===== src/rtl/hazard_scoreboard_pkg.sv =====
// Shared hazard-resolution constants, also consumed by the instruction decoder.
package hazard_scoreboard_pkg;

  // D-relative use times; T_USE_NONE (all-ones) marks a source that is never read
  localparam int unsigned T_USE_D    = 0;
  localparam int unsigned T_USE_E    = 1;
  localparam int unsigned T_USE_M    = 2;
  localparam int unsigned T_USE_NONE = 15;

  // D-relative new times; T_NEW_NONE marks an instruction that writes no register
  localparam int unsigned T_NEW_NONE = 0;
  localparam int unsigned T_NEW_D    = 1;
  localparam int unsigned T_NEW_E    = 2;
  localparam int unsigned T_NEW_M    = 3;

  typedef enum logic [1:0] {
    SCU_MDU_USAGE_NOMDU   = 2'd0,
    SCU_MDU_USAGE_NOSTALL = 2'd1,
    SCU_MDU_USAGE_STALL   = 2'd2
  } scu_mdu_usage_e;

  // Forward select value meaning "take the operand from the register file"
  localparam int unsigned FWD_REGFILE = 0;

endpackage


===== src/rtl/hazard_scoreboard_mdu_busy_ctr.sv =====
// Loadable down-counter that reports the multiply/divide unit as busy while nonzero.
module mdu_busy_ctr #(
  parameter int unsigned CW = 4
) (
  input  logic          i_clk,
  input  logic          i_rst_n,
  input  logic          i_clr,
  input  logic          i_load,
  input  logic [CW-1:0] i_load_val,
  output logic          o_busy
);

  logic [CW-1:0] r_cnt;

  // Clear wins over load, load wins over the free-running decrement
  always_ff @(posedge i_clk or negedge i_rst_n) begin
    if (!i_rst_n)            r_cnt <= '0;
    else if (i_clr)          r_cnt <= '0;
    else if (i_load)         r_cnt <= i_load_val;
    else if (r_cnt != '0)    r_cnt <= r_cnt - 1'b1;
  end

  assign o_busy = (r_cnt != '0);

endmodule


===== src/rtl/hazard_scoreboard.sv =====
// Tnew/Tuse hazard scoreboard: tracks in-flight writers after D, computes the
// D-stage stall and the forwarding source of each D-stage operand.
module hazard_scoreboard
  import hazard_scoreboard_pkg::*;
#(
  parameter int unsigned NSTG    = 3,
  parameter int unsigned TW      = 4,
  parameter int unsigned MUL_CYC = 5,
  parameter int unsigned DIV_CYC = 10
) (
  input  logic                       clk,
  input  logic                       reset,
  input  logic [4:0]                 d_rs,
  input  logic [4:0]                 d_rt,
  input  logic [TW-1:0]              d_tuse_rs,
  input  logic [TW-1:0]              d_tuse_rt,
  input  logic [TW-1:0]              d_tnew,
  input  logic [4:0]                 d_waddr,
  input  logic [1:0]                 d_mdu_usage,
  input  logic                       d_is_div,
  input  logic                       freeze,
  input  logic                       flush,
  output logic                       stall,
  output logic [$clog2(NSTG+1)-1:0]  fwd_rs,
  output logic [$clog2(NSTG+1)-1:0]  fwd_rt,
  output logic                       mdu_busy
);

  localparam int unsigned FW      = $clog2(NSTG + 1);
  localparam int unsigned MDU_MAX = (DIV_CYC > MUL_CYC) ? DIV_CYC : MUL_CYC;
  localparam int unsigned CW      = $clog2(MDU_MAX + 1);

  function automatic logic [TW-1:0] sat_dec(input logic [TW-1:0] v);
    return (v == '0) ? '0 : v - 1'b1;
  endfunction

  logic          r_valid [NSTG];
  logic [4:0]    r_waddr [NSTG];
  logic [TW-1:0] r_tnew  [NSTG];
  logic          r_mdu_e;

  logic          w_nx_valid [NSTG];
  logic [4:0]    w_nx_waddr [NSTG];
  logic [TW-1:0] w_nx_tnew  [NSTG];

  logic [NSTG-1:0] w_match_rs, w_match_rt;
  logic            w_hit_rs, w_hit_rt;
  logic [TW-1:0]   w_rem_rs, w_rem_rt;
  logic [FW-1:0]   w_sel_rs, w_sel_rt;
  logic            w_adv, w_d_stall, w_mdu_stall, w_mdu_load;
  logic            w_d_is_mdu_stall;
  logic [CW-1:0]   w_mdu_val;

  assign w_adv            = ~freeze;
  assign w_d_is_mdu_stall = (d_mdu_usage == SCU_MDU_USAGE_STALL);

  for (genvar k = 0; k < NSTG; k++) begin : g_stage
    if (k == 0) begin : g_head
      assign w_nx_valid[k] = ~stall & (d_tnew != '0) & (d_waddr != 5'd0);
      assign w_nx_waddr[k] = d_waddr;
      assign w_nx_tnew[k]  = sat_dec(d_tnew);
    end else begin : g_body
      assign w_nx_valid[k] = r_valid[k-1];
      assign w_nx_waddr[k] = r_waddr[k-1];
      assign w_nx_tnew[k]  = sat_dec(r_tnew[k-1]);
    end
    assign w_match_rs[k] = (d_rs != 5'd0) & r_valid[k] & (r_waddr[k] == d_rs);
    assign w_match_rt[k] = (d_rt != 5'd0) & r_valid[k] & (r_waddr[k] == d_rt);
  end

  // Stage entries: flush beats freeze, freeze holds everything, else shift in D
  always_ff @(posedge clk or negedge reset) begin
    if (!reset) begin
      for (int unsigned i = 0; i < NSTG; i++) begin
        r_valid[i] <= 1'b0;
        r_waddr[i] <= '0;
        r_tnew[i]  <= '0;
      end
      r_mdu_e <= 1'b0;
    end else if (flush) begin
      for (int unsigned i = 0; i < NSTG; i++) begin
        r_valid[i] <= 1'b0;
        r_waddr[i] <= '0;
        r_tnew[i]  <= '0;
      end
      r_mdu_e <= 1'b0;
    end else if (w_adv) begin
      for (int unsigned i = 0; i < NSTG; i++) begin
        r_valid[i] <= w_nx_valid[i];
        r_waddr[i] <= w_nx_waddr[i];
        r_tnew[i]  <= w_nx_tnew[i];
      end
      r_mdu_e <= ~stall & w_d_is_mdu_stall;
    end
  end

  // Youngest (lowest index) matching entry is each source's producer
  always_comb begin
    w_hit_rs = 1'b0;
    w_rem_rs = '0;
    w_sel_rs = '0;
    w_hit_rt = 1'b0;
    w_rem_rt = '0;
    w_sel_rt = '0;
    for (int unsigned i = 0; i < NSTG; i++) begin
      if (w_match_rs[i] && !w_hit_rs) begin
        w_hit_rs = 1'b1;
        w_rem_rs = r_tnew[i];
        w_sel_rs = FW'(i + 1);
      end
      if (w_match_rt[i] && !w_hit_rt) begin
        w_hit_rt = 1'b1;
        w_rem_rt = r_tnew[i];
        w_sel_rt = FW'(i + 1);
      end
    end
  end

  assign w_d_stall = (w_hit_rs && (d_tuse_rs != '1) && (w_rem_rs > d_tuse_rs)) ||
                     (w_hit_rt && (d_tuse_rt != '1) && (w_rem_rt > d_tuse_rt));

  assign w_mdu_stall = (d_mdu_usage != SCU_MDU_USAGE_NOMDU) && (mdu_busy || r_mdu_e);

  assign stall  = w_d_stall | w_mdu_stall;
  assign fwd_rs = (w_hit_rs && (w_rem_rs == '0)) ? w_sel_rs : FW'(FWD_REGFILE);
  assign fwd_rt = (w_hit_rt && (w_rem_rt == '0)) ? w_sel_rt : FW'(FWD_REGFILE);

  assign w_mdu_load = w_adv & ~stall & w_d_is_mdu_stall;
  assign w_mdu_val  = d_is_div ? CW'(DIV_CYC) : CW'(MUL_CYC);

  mdu_busy_ctr #(
    .CW (CW)
  ) u_mdu_busy_ctr (
    .i_clk      (clk),
    .i_rst_n    (reset),
    .i_clr      (flush),
    .i_load     (w_mdu_load),
    .i_load_val (w_mdu_val),
    .o_busy     (mdu_busy)
  );

endmodule


===== config.mk =====
export PLATFORM = sky130hd
export DESIGN_NAME = hazard_scoreboard
export DESIGN_NICKNAME = d
export VERILOG_FILES = /design/src/rtl/hazard_scoreboard_pkg.sv /design/src/rtl/hazard_scoreboard_mdu_busy_ctr.sv /design/src/rtl/hazard_scoreboard.sv
export SDC_FILE = /design/constraint.sdc
export NUM_CORES = 1
export LEC_CHECK = 0
export CAP_MARGIN = 20
export CORE_ASPECT_RATIO = 1.25
export CORE_MARGIN = 5
export CORE_UTILIZATION = 32
export DETAILED_ROUTE_END_ITERATION = 8
export HOLD_SLACK_MARGIN = 0.12
export PLACE_DENSITY_LB_ADDON = 0.05
export SYNTH_ARGS = -nofsm -noshare
export SYNTH_HDL_FRONTEND = slang
export SYNTH_SLANG_ARGS = --single-unit

===== constraint.sdc =====
create_clock -name clk -period 6.6 [get_ports clk]
set_clock_uncertainty 0.2 [all_clocks]
set_input_delay 1.65 -clock clk [delete_from_list [all_inputs] [get_ports clk]]
set_output_delay 1.65 -clock clk [all_outputs]
set_load 0.1 [all_outputs]

== Yosys cells after proc, flatten, opt, wreduce, memory -nomap -nowiden ==
Cells that the tools add are included.
Word-level totals
  flip-flop bits (word level): 35
  bits of input ports: 34
  logic and storage cells: 111
Operators by class
  add/sub/neg operators: 4
  order comparisons: 2
  equal/unequal tests: 10
  multiplexer cells: 35
  bitwise gates (word level): 20
  reduce and logical (&&, ||, !) cells: 29
Operator list (number)
  2-to-1 mux 4 bit: 13
  equality test 5 bit: 6
  2-to-1 mux 15 bit: 2
  2-to-1 mux 12 bit: 2
  logical NOT 4 bit: 5
  AND 1 bit: 17
  subtractor 4 x 1 -> 4 bit, second input constant: 4
  nonzero test 5 bit: 3
  2-to-1 mux 2 bit: 6
  logical AND 1 bit: 11
  2-to-1 mux 1 bit: 10
  > comparator 4 bit: 2
  inequality test 4 bit, second input constant: 2
  nonzero test 4 bit: 2
  2-to-1 mux 3 bit: 2
  logical NOT 1 bit: 4
  nonzero test 3 bit: 1
  equality test 2 bit, second input constant: 1
  logical OR 1 bit: 2
  inequality test 2 x 1 -> 1 bit, second input constant: 1
  NOT 1 bit: 2
  nonzero test 2 bit: 1
  bitwise OR 1 bit: 1

== Logic depth before layout (Yosys ltp) ==
  depth in word-level cells: 19
  gate-level depth with buffers: 15
  gate-level depth less buffers: 14

== Cells and area by module ==
Synthesis repeated with hierarchy kept, for this count alone.
Second synthesis, totals
  cells, all modules: 280
  area total of the unflattened synthesis: 2622.5 um^2
By module, submodules not included
  hazard_scoreboard: times used 1, cells an instance 256, area an instance 2382.3 um^2
  mdu_busy_ctr: times used 1, cells an instance 24, area an instance 240.2 um^2

== Worst setup path before layout ==
No wires, ideal clock.
  path kind: input to output
  start: in d_rs[0]
  end: out fwd_rs[1]
  arrival: 6172 ps
  setup slack: -1422 ps
  stages on the path: 8
  buffers on the path: 1
  cells stage by stage: or4_4 nor2_4 or3_1 clkbuf_1 o21ai_0 o22ai_1 o2111ai_1 nor4b_1
On the way
  cells in the longest elaborated chain, start to end: 13
  elaborated cells between the ends (all ways): 25
Ends and longest elaborated chain
  start, declared: RTL line hazard_scoreboard.sv:13  | input logic [4:0] d_rs,
  nonzero test 5 bit: RTL line hazard_scoreboard.sv:67  | assign w_match_rs[k] = (d_rs != 5'd0) & r_valid[k] & (r_waddr[k] == d_rs);
  AND 1 bit (2 in a row): RTL line hazard_scoreboard.sv:67
  2-to-1 mux 1 bit: RTL line hazard_scoreboard.sv:106  | if (w_match_rs[i] && !w_hit_rs) begin
  logical NOT 1 bit: RTL line hazard_scoreboard.sv:106
  logical AND 1 bit: RTL line hazard_scoreboard.sv:106
  2-to-1 mux 1 bit: RTL line hazard_scoreboard.sv:106
  logical NOT 1 bit: RTL line hazard_scoreboard.sv:106
  logical AND 1 bit: RTL line hazard_scoreboard.sv:106
  2-to-1 mux 4 bit: RTL line hazard_scoreboard.sv:106
  logical NOT 4 bit: RTL line hazard_scoreboard.sv:125  | assign fwd_rs = (w_hit_rs && (w_rem_rs == '0)) ? w_sel_rs : FW'(FWD_REGFILE);
  logical AND 1 bit: RTL line hazard_scoreboard.sv:125
  2-to-1 mux 2 bit (*): RTL line hazard_scoreboard.sv:125
  end, declared: RTL line hazard_scoreboard.sv:24  | output logic [$clog2(NSTG+1)-1:0] fwd_rs,
Every way passes the cells marked *; elsewhere a longest branch is shown, timed or not.

== Worst setup path after layout ==
  start: in d_rt[4]
  end: out stall
On the way
  cells in the longest elaborated chain, start to end: 14
  elaborated cells between the ends (all ways): 25
Ends and longest elaborated chain
  start, declared: RTL line hazard_scoreboard.sv:14  | input logic [4:0] d_rt,
  nonzero test 5 bit: RTL line hazard_scoreboard.sv:68  | assign w_match_rt[k] = (d_rt != 5'd0) & r_valid[k] & (r_waddr[k] == d_rt);
  AND 1 bit (2 in a row): RTL line hazard_scoreboard.sv:68
  2-to-1 mux 1 bit: RTL line hazard_scoreboard.sv:111  | if (w_match_rt[i] && !w_hit_rt) begin
  logical NOT 1 bit: RTL line hazard_scoreboard.sv:111
  logical AND 1 bit: RTL line hazard_scoreboard.sv:111
  2-to-1 mux 1 bit: RTL line hazard_scoreboard.sv:111
  logical NOT 1 bit: RTL line hazard_scoreboard.sv:111
  logical AND 1 bit: RTL line hazard_scoreboard.sv:111
  2-to-1 mux 4 bit or 2-to-1 mux 1 bit (tied branches): RTL line hazard_scoreboard.sv:111
  > comparator 4 bit or logical AND 1 bit (tied branches): RTL line hazard_scoreboard.sv:120  | (w_hit_rt && (d_tuse_rt != '1) && (w_rem_rt > d_tuse_rt));
  logical AND 1 bit (*): RTL line hazard_scoreboard.sv:120
  logical OR 1 bit (*): RTL line hazard_scoreboard.sv:119  | assign w_d_stall = (w_hit_rs && (d_tuse_rs != '1) && (w_rem_rs > d_tuse_rs)) ||
  bitwise OR 1 bit (*): RTL line hazard_scoreboard.sv:124  | assign stall = w_d_stall | w_mdu_stall;
  end, declared: RTL line hazard_scoreboard.sv:23  | output logic stall,
Marks and branches as above.

==> PnR_summary.wiki <==
{| class="wikitable"
! Metric !! Value
|-
| Slew at the pin closest to its max-slew limit || 0.988 ns
|-
| Clock power frac || 29.5%
|-
| Final-report setup violation count || 0
|-
| Number of violations of the max-capacitance limit || 0
|-
| Proportion of total power due to net switching || 35.7%
|-
| Utilization of the core after routing || 45.0%
|-
| Switching Power || 281 uW
|-
| Origin of the worst setup path || d_rt[4]
|-
| WP data arrival || 4.64 ns
|-
| Crit share post-route || 98.4%
|-
| Via count of the first global-routing pass || 2334
|-
| Class of the tightest hold or removal check || reg -> reg
|-
| Post-route total power || 787 uW
|-
| Static power due to leakage || 0.00155 uW
|-
| Die Ht || 109 um
|-
| Cell count of the worst reg-to-reg path || 16
|-
| Total number of H-tree levels || 2
|-
| Nets@finish || 395
|-
| Top cell family by delay on the critical path || buffers and inverters
|-
| CTS max path bufs || 2
|-
| Number of input and output port buffers inserted || 39
|-
| Slowest cell delay on critical path || 0.48 ns
|-
| Clock tree sinks || 35
|-
| Cell Rows || 36
|-
| Stages on worst setup path || 16
|-
| Clock latency on the worst-skew pair || 0.29 ns
|-
| Slack of the critical path || 0.106 ns
|-
| Layout overhead on the synthesized area || 37.8%
|-
| Power Density || 226 nW/um2
|-
| Outcome || completed
|-
| Placed instance count || 435
|-
| Top cell types by occurrence after synthesis || dfrtp_1 (35), xnor2_1 (30), nor2_1 (28)
|-
| Total vias in the final route || 2242
|-
| Share of async-settable or async-resettable flops after synthesis || 100%
|-
| Setup Crit Path Kind || in -> out
|-
| Area fraction of the dominant cell type after synthesis || 34.6%
|-
| Top_reg_cell synth || dfrtp_1
|-
| Number of cells traversed by the worst hold path || 2
|-
| Cells after Synth || 282
|-
| Timing-limited maximum frequency || 154 MHz
|-
| Final period demand of the worst path || 6.49 ns
|-
| Number of antenna violations at the first check in global routing || 0
|-
| Largest cells by area after synthesis || dfrtp_1 (35%), xnor2_1 (10%), mux2i_1 (6.7%)
|-
| Final-layout setup total negative slack || 0 ns
|-
| Synthesized net count || 329
|-
| Synth Register Bits || 35
|-
| Non-filler instance count after layout || 444
|-
| Full die area || 9800 um2
|-
| Internal power summed over all cells || 506 uW
|-
| Endpoints failing hold || 0
|-
| Critical path launch point type || primary input
|-
| Critical-path top delay cell || clkdlybuf4s50_1
|-
| DR WL/cell || 15.0 um
|-
| Diodes inserted || 0
|-
| Series of cell instances along the critical path || clkdlybuf4s50_1 > or4_4 > nor2_2 > buf_4 > nor4_2 > buf_4 > a21oi_1 > a22oi_2 > ha_1 > nor2b_1 > o21a_1 > o21a_1 > o211ai_1 > buf_4 > o211ai_4 > buf_12
|-
| CTS tree || built
|-
| Synth Cell Area || 2530 um2
|-
| Library cell occupying the most area in the post-synthesis netlist || dfrtp_1
|-
| Post-synthesis sequential area ratio || 34.6%
|-
| Worst rel slew slack || 34.0%
|-
| R2R Path Start || r_waddr[9]
|-
| Kind of capture point of the worst setup path || output port
|-
| Hold_sp || r_tnew[3]
|-
| Number of enable-type register cells in the synthesized netlist || 0
|-
| Ports placed on the boundary || 40
|-
| Starting density of the core || 32.7%
|-
| Critical path required time || 4.75 ns
|-
| DR iter-0 viols || 126
|-
| Average cell area after synthesis || 8.97 um2
|-
| Layout cells sized above 1 || 17.8%
|-
| Clk root buf || clkbuf_8
|-
| Yosys warns || 0
|-
| Placeable core area || 7750 um2
|-
| Critical path buffers and inverters || 5
|-
| Hpwl dp || 5300 um
|-
| Number of CTS-inserted buffers || 5
|-
| Total gr overflow || 0
|-
| Number of optimization iterations in the first detailed-route pass || 4
|-
| Comb power frac || 37.4%
|-
| Sequential share of power || 33.2%
|-
| Global-route wire length before repair || 11100 um
|-
| Detail Route Antenna Nets || 0
|-
| Cell with the most instances after synthesis || dfrtp_1
|-
| Pin count of the biggest net entering global routing || 36
|-
| Die extent in x || 89.5 um
|-
| Synth unique cells || 50
|-
| Register clock-pin slew on the reported worst setup and hold paths || 0.08 ns
|-
| Dominant cell type by count on the critical path || buf_4
|-
| Vias per inst || 5.05
|-
| Pre-CTS worst setup slack || -0.0364 ns
|-
| Final count of pins violating max slew || 0
|-
| GRT Total Usage || 14.6%
|-
| Highest fanout seen on the critical path || 9
|-
| Drt drc || 0
|-
| Routability-driven placement congestion ratio || 0.777
|-
| Detailed Route WL || 6670 um
|-
| Worst IR drop on VDD || 0.000296 V
|}
-- power groups by stage --
| stage | combinational, uW | sequential [uW] | clock (uW) |
|---|---|---|---|
| 3_3_place_gp | 293 | 266 | 0 |
| 2_1_floorplan | 194 | 257 | 0 |
| 6_report | 294 | 261 | 232 |
| 3_5_place_dp | 295 | 266 | 0 |
| 4_1_cts | 297 | 261 | 240 |
| 5_1_grt | 323 | 266 | 248 |
-- registers in the layout, indices dropped and copies added (netlist names) --
register and cells:
r_tnew 12, r_valid 3, r_mdu_e 1, r_waddr 15, u_mdu_busy_ctr.r_cnt 4
-- area by class of cell --
| class | count | area, um2 |
|---|---|---|
| tap | 95 | 119 |
| clock buffer | 5 | 68.8 |
| clock inverter | 3 | 67.6 |
| multi-input combinational | 218 | 1620 |
| sequential | 35 | 876 |
| inverter | 20 | 75.1 |
| fill | 774 | 4260 |
| timing repair buffer | 68 | 662 |
-- stage by stage --
step | instance area, um2 | hold slack, ns
2_1_floorplan | 2550 | 0.264
3_3_place_gp | 3290 | 0.306
3_5_place_dp | 3290 | 0.312
4_1_cts | 3430 | 0.330
5_1_grt | 3490 | 0.349
6_report | 3490 | 0.325
-- metal layers --
| layer | global-route usage (%) | wire length, um | part of all wire, % |
|---|---|---|---|
| met4 | 3.83 | 72 | 1.1 |
| met1 | 19.5 | 3040 | 46 |
| met5 | 0 | 0 | 0 |
| met2 | 24.6 | 3220 | 48 |
| met3 | 2.25 | 337 | 5.1 |
-- final timing paths --
path / endpoint / slack, ns
worst min register to register: r_tnew[3] / 0.32
worst max register to register: u_mdu_busy_ctr.r_cnt[2] / 2.83
min in group asynchronous: r_mdu_e / 1.58
max in group asynchronous: r_waddr[5] / 4.30
worst max-delay path: stall / 0.11
worst min-delay path: r_tnew[3] / 0.32
-- placed cells by master, fill, tap and decap left out, types with 2 or more instances in the layout --
cell and instances:
buf_4 29, xnor2_1 30, nand2_1 23, nor2b_1 4, buf_12 5, or4_4 2
ha_1 13, o22ai_2 2, nor4_2 3, nand3b_1 3, o21a_1 3, xor2_1 8
a21oi_1 8, inv_1 20, and3_1 2, bufinv_16 2, o21ai_1 2, mux2i_1 17
nor3b_2 2, nor3_1 6, o211ai_1 2, nand4_1 8, dfrtp_1 35, clkdlybuf4s50_1 31
o21ai_0 19, or4_1 2, or3_4 2, or3_1 2, dlymetal6s2s_1 2, clkbuf_8 5
nor2_1 28
-- worst min-delay path: cells and delay by family (launching register included) --
kind,cells,cell delay (ns)
AO/OA/AOI/OAI,1,0.06
flip-flops,1,0.38
AND/OR/NAND/NOR,1,0.05
-- cell families (layout without fill, tap and decap cells) --
family,count (synthesis),in the layout,share of synthesized area (%)
flops,35,35,34.6
mux,17,17,6.73
simple gates,97,97,20.3
compound gates,53,53,14.4
buf+inv,29,96,4.30
fa+ha+maj,13,13,6.43
xor+xnor,38,38,13.2
-- repair_timing --
item                       4_1_cts  5_1_grt
hold buffers                     0        0
gates resized for setup          3       10
setup buffers                    0        1
setup endpoints to repair        1        2
cloned                           0        0
pin swaps                        0        1
Note: power is estimated with default switching activity, not from simulation.
